==> src/rtl/vga_timing_gen.sv <==
// Parametrised VGA raster timing generator: pixel divider, h/v counters, sync,
// blanking, data-enable, line/game ticks and a frame counter, all registered and aligned.
module vga_timing_gen #(
   parameter int unsigned H_ACTIVE  = 800,
   parameter int unsigned H_FP      = 40,
   parameter int unsigned H_SYNC    = 128,
   parameter int unsigned H_BP      = 88,
   parameter int unsigned V_ACTIVE  = 600,
   parameter int unsigned V_FP      = 1,
   parameter int unsigned V_SYNC    = 4,
   parameter int unsigned V_BP      = 23,
   parameter bit          H_POL     = 1'b1,
   parameter bit          V_POL     = 1'b1,
   parameter int unsigned PIX_DIV   = 1,
   parameter int unsigned TICK_LINE = V_ACTIVE,
   parameter int unsigned CNT_W     = 11,
   parameter int unsigned FRAME_W   = 16
) (
   input  logic               clk,
   input  logic               rst,
   input  logic               en,
   output logic [CNT_W-1:0]   hcount,
   output logic [CNT_W-1:0]   vcount,
   output logic               hsync,
   output logic               vsync,
   output logic               hblnk,
   output logic               vblnk,
   output logic               de,
   output logic               line_tick,
   output logic               timing_tick,
   output logic [FRAME_W-1:0] frame_cnt
);

   localparam int unsigned H_TOTAL  = H_ACTIVE + H_FP + H_SYNC + H_BP;
   localparam int unsigned V_TOTAL  = V_ACTIVE + V_FP + V_SYNC + V_BP;
   localparam int unsigned HS_START = H_ACTIVE + H_FP;
   localparam int unsigned HS_END   = HS_START + H_SYNC;
   localparam int unsigned VS_START = V_ACTIVE + V_FP;
   localparam int unsigned VS_END   = VS_START + V_SYNC;
   localparam int unsigned DIV_W    = (PIX_DIV > 1) ? $clog2(PIX_DIV) : 1;

   // Reject configurations the counters cannot represent.
   if (H_ACTIVE == 0 || H_FP == 0 || H_SYNC == 0 || H_BP == 0 ||
       V_ACTIVE == 0 || V_FP == 0 || V_SYNC == 0 || V_BP == 0 ||
       CNT_W == 0 || FRAME_W == 0) begin : g_zero_param
      $error("vga_timing_gen: zero-valued timing parameter");
   end
   if (PIX_DIV < 1) begin : g_bad_div
      $error("vga_timing_gen: PIX_DIV must be at least 1");
   end
   if (TICK_LINE >= V_TOTAL) begin : g_bad_tick
      $error("vga_timing_gen: TICK_LINE must be below V_TOTAL");
   end
   if (((H_TOTAL - 1) >> CNT_W) != 0 || ((V_TOTAL - 1) >> CNT_W) != 0) begin : g_cnt_ovf
      $error("vga_timing_gen: CNT_W too narrow for raster totals");
   end

   logic [DIV_W-1:0]   div_q;
   logic [DIV_W-1:0]   div_nxt;
   logic               advance_c;
   logic               h_wrap_c;
   logic               v_wrap_c;
   logic [CNT_W-1:0]   h_nxt;
   logic [CNT_W-1:0]   v_nxt;
   logic [FRAME_W-1:0] frame_nxt;
   logic               hblnk_nxt;
   logic               vblnk_nxt;
   logic               hsync_nxt;
   logic               vsync_nxt;
   logic               line_tick_nxt;
   logic               timing_tick_nxt;

   // Next raster position.
   always_comb begin
      div_nxt   = div_q;
      h_nxt     = hcount;
      v_nxt     = vcount;
      frame_nxt = frame_cnt;
      advance_c = en && (div_q == DIV_W'(PIX_DIV - 1));
      h_wrap_c  = (hcount == CNT_W'(H_TOTAL - 1));
      v_wrap_c  = (vcount == CNT_W'(V_TOTAL - 1));
      if (en) begin
         div_nxt = advance_c ? '0 : div_q + DIV_W'(1);
      end
      if (advance_c) begin
         if (h_wrap_c) begin
            h_nxt = '0;
            if (v_wrap_c) begin
               v_nxt     = '0;
               frame_nxt = frame_cnt + FRAME_W'(1);
            end else begin
               v_nxt = vcount + CNT_W'(1);
            end
         end else begin
            h_nxt = hcount + CNT_W'(1);
         end
      end
   end

   // Decode from the next position so registered flags line up with the counts.
   always_comb begin
      hblnk_nxt       = (h_nxt >= CNT_W'(H_ACTIVE));
      vblnk_nxt       = (v_nxt >= CNT_W'(V_ACTIVE));
      hsync_nxt       = ((h_nxt >= CNT_W'(HS_START)) && (h_nxt < CNT_W'(HS_END))) ? H_POL : !H_POL;
      vsync_nxt       = ((v_nxt >= CNT_W'(VS_START)) && (v_nxt < CNT_W'(VS_END))) ? V_POL : !V_POL;
      line_tick_nxt   = advance_c && h_wrap_c;
      timing_tick_nxt = advance_c && h_wrap_c && (v_nxt == CNT_W'(TICK_LINE));
   end

   always_ff @(posedge clk or negedge rst) begin
      if (!rst) begin
         div_q       <= '0;
         hcount      <= '0;
         vcount      <= '0;
         frame_cnt   <= '0;
         hblnk       <= 1'b0;
         vblnk       <= 1'b0;
         de          <= 1'b1;
         hsync       <= !H_POL;
         vsync       <= !V_POL;
         line_tick   <= 1'b0;
         timing_tick <= 1'b0;
      end else begin
         div_q       <= div_nxt;
         hcount      <= h_nxt;
         vcount      <= v_nxt;
         frame_cnt   <= frame_nxt;
         hblnk       <= hblnk_nxt;
         vblnk       <= vblnk_nxt;
         de          <= !hblnk_nxt && !vblnk_nxt;
         hsync       <= hsync_nxt;
         vsync       <= vsync_nxt;
         line_tick   <= line_tick_nxt;
         timing_tick <= timing_tick_nxt;
      end
   end

endmodule

==> config.mk <==
export PLATFORM = sky130hd
export DESIGN_NAME = vga_timing_gen
export DESIGN_NICKNAME = d
export VERILOG_FILES = /design/src/rtl/vga_timing_gen.sv
export SDC_FILE = /design/constraint.sdc
export NUM_CORES = 1
export LEC_CHECK = 0
export ABC_AREA = 1
export CAP_MARGIN = 20
export CORE_MARGIN = 1.5
export CORE_UTILIZATION = 35
export CTS_BUF_LIST = sky130_fd_sc_hd__clkbuf_16
export DETAILED_ROUTE_END_ITERATION = 8
export GPL_TIMING_DRIVEN = 0
export PLACE_DENSITY = 0.55
export SETUP_SLACK_MARGIN = 0.4
export SYNTH_ARGS = -nofsm -noshare
export SYNTH_HDL_FRONTEND = slang
export SYNTH_SLANG_ARGS = --single-unit
==> constraint.sdc <==
create_clock -name clk -period 3.85 [get_ports clk]
set_clock_uncertainty 0.1 [all_clocks]
set_input_delay 0.77 -clock clk [delete_from_list [all_inputs] [get_ports clk]]
set_output_delay 0.77 -clock clk [all_outputs]
set_load 0.01 [all_outputs]
# Word level (Yosys, flattened, before mapping)
# Cells that the tools add are included.
[totals]
output_inout_bits = 45
input_bits = 3
reg_bits = 46
word_cells = 42
[classes]
n_addsub = 4
n_bitwise = 1
reduce_logical = 9
n_eq_ne = 3
n_mux = 8
n_lt_le_gt_ge = 6
[op_table]
columns = ["op", "count"]
rows = [
  ["$mux W11", 5],
  ["$ge A11 B10 Y1 const B", 4],
  ["$add A11 B1 Y11 const B", 2],
  ["$eq A11 B10 Y1 const B", 2],
  ["$lt A11 B10 Y1 const B", 2],
  ["$add A16 B1 Y16 const B", 1],
  ["$eq A11 B11 Y1 const B", 1],
  ["$logic_and A1 B1 Y1", 6],
  ["$mux W1", 3],
  ["$reduce_and A3 Y1", 1],
  ["$logic_not A1 Y1", 2],
  ["$add A1 B1 Y1 const B", 1],
  ["$not A1 Y1", 1],
]

# Logic depth before layout (Yosys ltp)
[depth]
ltp_word = 7
ltp_mapped = 15
ltp_nobuf = 15

# Worst setup path before layout
# OpenSTA, ideal clock, no wires.
[synth_timing]
kind = "input to register"
from = "in en"
to = "reg frame_cnt[14]"
setup_ps = 126
path_buffers = 0
cell_stages = 12
slack_ps = 1667
t_required_ps = 3624
t_arrival_ps = 1957
cell_sequence = "nand2_2 -> inv_4 -> nand2_4 -> inv_4 -> nand2_4 -> nor2_4 -> nand4_4 -> nor2_4 -> nand2_4 -> nor2_8 -> nand2_2 -> xnor2_2"
[synth_via]
elab_chain_len = 2
[synth_lines]
columns = ["element", "line_no", "text"]
rows = [
  ["start: declaration", "21", "input logic en,"],
  ["$logic_and A1 B1 Y1", "79", "advance_c = en && (div_q == DIV_W'(PIX_DIV - 1));"],
  ["$reduce_and A3 Y1 (no line)", "--", ""],
  ["end signal: assignment", "127", "frame_cnt <= frame_nxt;"],
  ["end: declaration", "31", "output logic [FRAME_W-1:0] frame_cnt"],
]
# Every way passes these cells.
# A chain may end at the register's enable or synchronous reset.

# Final worst setup path
# Same ends and word-level chain as after synthesis.

==> out/metrics.cfg <==
[outcome]
status = completed

[finish]
fin_util = 0.471
regArea_um2 = 1150
fin_area_um2 = 3440
nNetsFinal = 387
area_growth_pct = 29.1
fillers = 777
drive_gt1_frac = 0.152
multi_input_area_um2 = 1300
diodes = 0

[min_path]
hp-class = primary input to async pin

[route]
dr_total_vias = 2211
drt_iter0_drc = 63
drcViolationCount = 0
drt_wl_total_mm = 5.76
first_pass_iters = 4
ant_nets = 0
drt-wirelength-per-cell_um = 12.0
via_per_inst = 4.60

[setup_path]
critPathLaunchType = primary input
cp.arrival_ns = 2.68
reg2reg_from = vcount[1]
crit_top_cell = nand2_4
reg2regPathDepth = 13
timing.rr.end = de
critPathMaxFanout = 8
crit_chain = clkdlybuf4s50_1 -> nand2_2 -> inv_4 -> nand2_4 -> inv_4 -> nand2_4 -> nor2_4 -> nand4_4 -> nor2_4 -> nand2_4 -> nor2_8 -> nand2_2 -> xnor2_2
crit_type = primary input to flip-flop
critPathSlowestCell = clkdlybuf4s50_1
required_ns = 3.93
cpPeakStageDelay_ns = 0.49
cp-end-kind = flip-flop
reg2reg_slack_ns = 1.66

[yosys]
ys_ff_latch = 46
synth.most_common_cell = nand2_1
synth_ff_type = dfrtp_1
synthCells = 326
syn_nets = 332
synth_edf_count = 0
synth_area_um2 = 2660
synth_area_per_cell_um2 = 8.16
synth_cell_types = 40
synthTopCellsByArea = dfrtp_1 42%, nand2_1 12%, inv_1 6.1%
async_flop_share = 1.00
yosysSeqAreaShare = 0.433
synth_warnings = 0
yosys.area.top_type = dfrtp_1
synth_top_cell_area_share = 0.423
synth_commonest_cells = 84 x nand2_1, 45 x dfrtp_1, 43 x inv_1, 33 x nor2_1, 19 x nand3_1

[grt]
grt_pass1_wl_mm = 9.80
overflow = 0
antenna_found_initial = 0
grt_max_degree = 28
first_global_vias = 2091
track_usage = 0.147

[placement]
io_buffer_count = 47
place_ws_ns = 0.924
placed_cell_area_um2 = 3270
routabilityCongestion = 0.780
place_hpwl_mm = 4.43

[sta]
worst_pin_slew_ns = 0.467
post-route-period-util = 0.675
grt_setup_unrepaired = false
setup_violations = 0
slew_violations = 0
max-slew-margin-rel = 0.689
fmax_mhz = 385
hold_viol = 0
fin_ws_ns = 1.25
period_needed_ns = 2.60
setup_tns_ns = 0

[power_and_ir_drop]
p_total_w = 0.00142
power_density_nw_per_um2 = 412
power_leakage_nw = 1.64
ir_drop_v = 0.000208

[clock_network]
cts.htree.levels = 2
cts_tree = done
cts_buffer_depth = 2
clk_pin_slew_worst_paths_ns = 0.07
cts_made_buffers = 5
root_buffer = clkbuf_16
cts.hold.buffers_added = 0
postCtsSetupRepairBufs = 0
cts_resized = 0
clock_sinks = 46
clk_latency_ns = 0.29

[floorplan]
io_pins = 48
core_area_um2 = 7290
die_h_um = 90.2
row_count = 31
die_w_um = 90.2
die_area_um2 = 8140
initial_core_util = 0.365

[flow_run]
drv_cap = 0

## report_power, final
part | total, W | switching (W) | leakage, nW | internal (W)
Sequential | 0.000602 | 0.0000709 | 0.554 | 0.000531
Clock | 0.000491 | 0.000187 | 0.0836 | 0.000304
Combinational | 0.000324 | 0.000172 | 1.00 | 0.000152
Total | 0.00142 | 0.000430 | 1.64 | 0.000987
## how the worst max path moves through the flow
| stage | start | to | slack, ns | cells after the start |
|---|---|---|---|---|
| final | en | frame_cnt[14] | 1.25 | 13 |
| after global routing | en | de | 1.03 | 12 |
| after CTS | en | frame_cnt[14] | 1.23 | 13 |
| after detailed placement | en | frame_cnt[14] | 0.92 | 13 |
| after global placement | rst | frame_cnt[1] | 0.56 | 1 |
| after floorplan | en | frame_cnt[14] | 1.67 | 12 |
## cell type report
type / count / area share
Clock buffer: 5 / 0.0364
Buffer: 1 / 0.00328
Multi-Input combinational cell: 228 / 0.379
Inverter: 51 / 0.0572
Clock inverter: 3 / 0.0117
Tap cell: 99 / 0.0361
Sequential cell: 46 / 0.335
Timing Repair Buffer: 48 / 0.141
## layer usage
layer | routed length [µm] | vias to the layer above | track usage
met5 | 0 | - | 0
met4 | 57 | 0 | 0.0278
met3 | 310 | 7 | 0.0398
met2 | 2540 | 46 | 0.234
met1 | 2850 | 1028 | 0.203
li1 | - | 1130 | -
## layout by cell type, fill, tap and decap left out, drive strengths merged
cell type,n
nand2,93
inv,51
nor2,49
clkdlybuf4s50,46
dfrtp,45
nand3,23
nand4,12
xor2,9
xnor2,9
o21ai,9
nor3,8
clkbuf,5
ha,3
buf,3
clkinv,2
nand3b,2
nor3b,2
a21oi,2
o31ai,1
or2,1
a21boi,1
and3,1
o211ai,1
and2,1
a31oi,1
bufinv,1
dfstp,1
## registers in the layout (all words and copies together) (netlist names)
name and cells:
frame_cnt 16, hcount 11, vcount 11, de 1, div_q 1, hblnk 1, hsync 1, line_tick 1
timing_tick 1, vblnk 1, vsync 1
## stage by stage
| stage | cells | hold WS [ns] |
|---|---|---|
| 5_1_grt | 481 | 0.369 |
| 6_report | 481 | 0.328 |
| 4_1_cts | 481 | 0.348 |
| 2_1_floorplan | 326 | 0.355 |
| 3_5_place_dp | 473 | 0.385 |
| 3_3_place_gp | 472 | 0.370 |
## critical path: cells and delay by family
family,cells,cell delay (ns)
xor gates and xnor gates,1,0.12
buffers and inverters,3,0.74
and+or+nand+nor,9,1.04
## logic make-up (layout without fill, tap and decap cells)
kind of cell / after synthesis / in the layout / synth area share
and+or+nand+nor: 192 / 192 / 0.378
DFF: 46 / 46 / 0.433
adders and majority gates: 3 / 3 / 0.0141
xor gates and xnor gates: 18 / 18 / 0.0621
buffers and inverters: 52 / 108 / 0.0780
AOI/OAI and AO/OA: 15 / 15 / 0.0343
(Power assumes the default switching activity.)
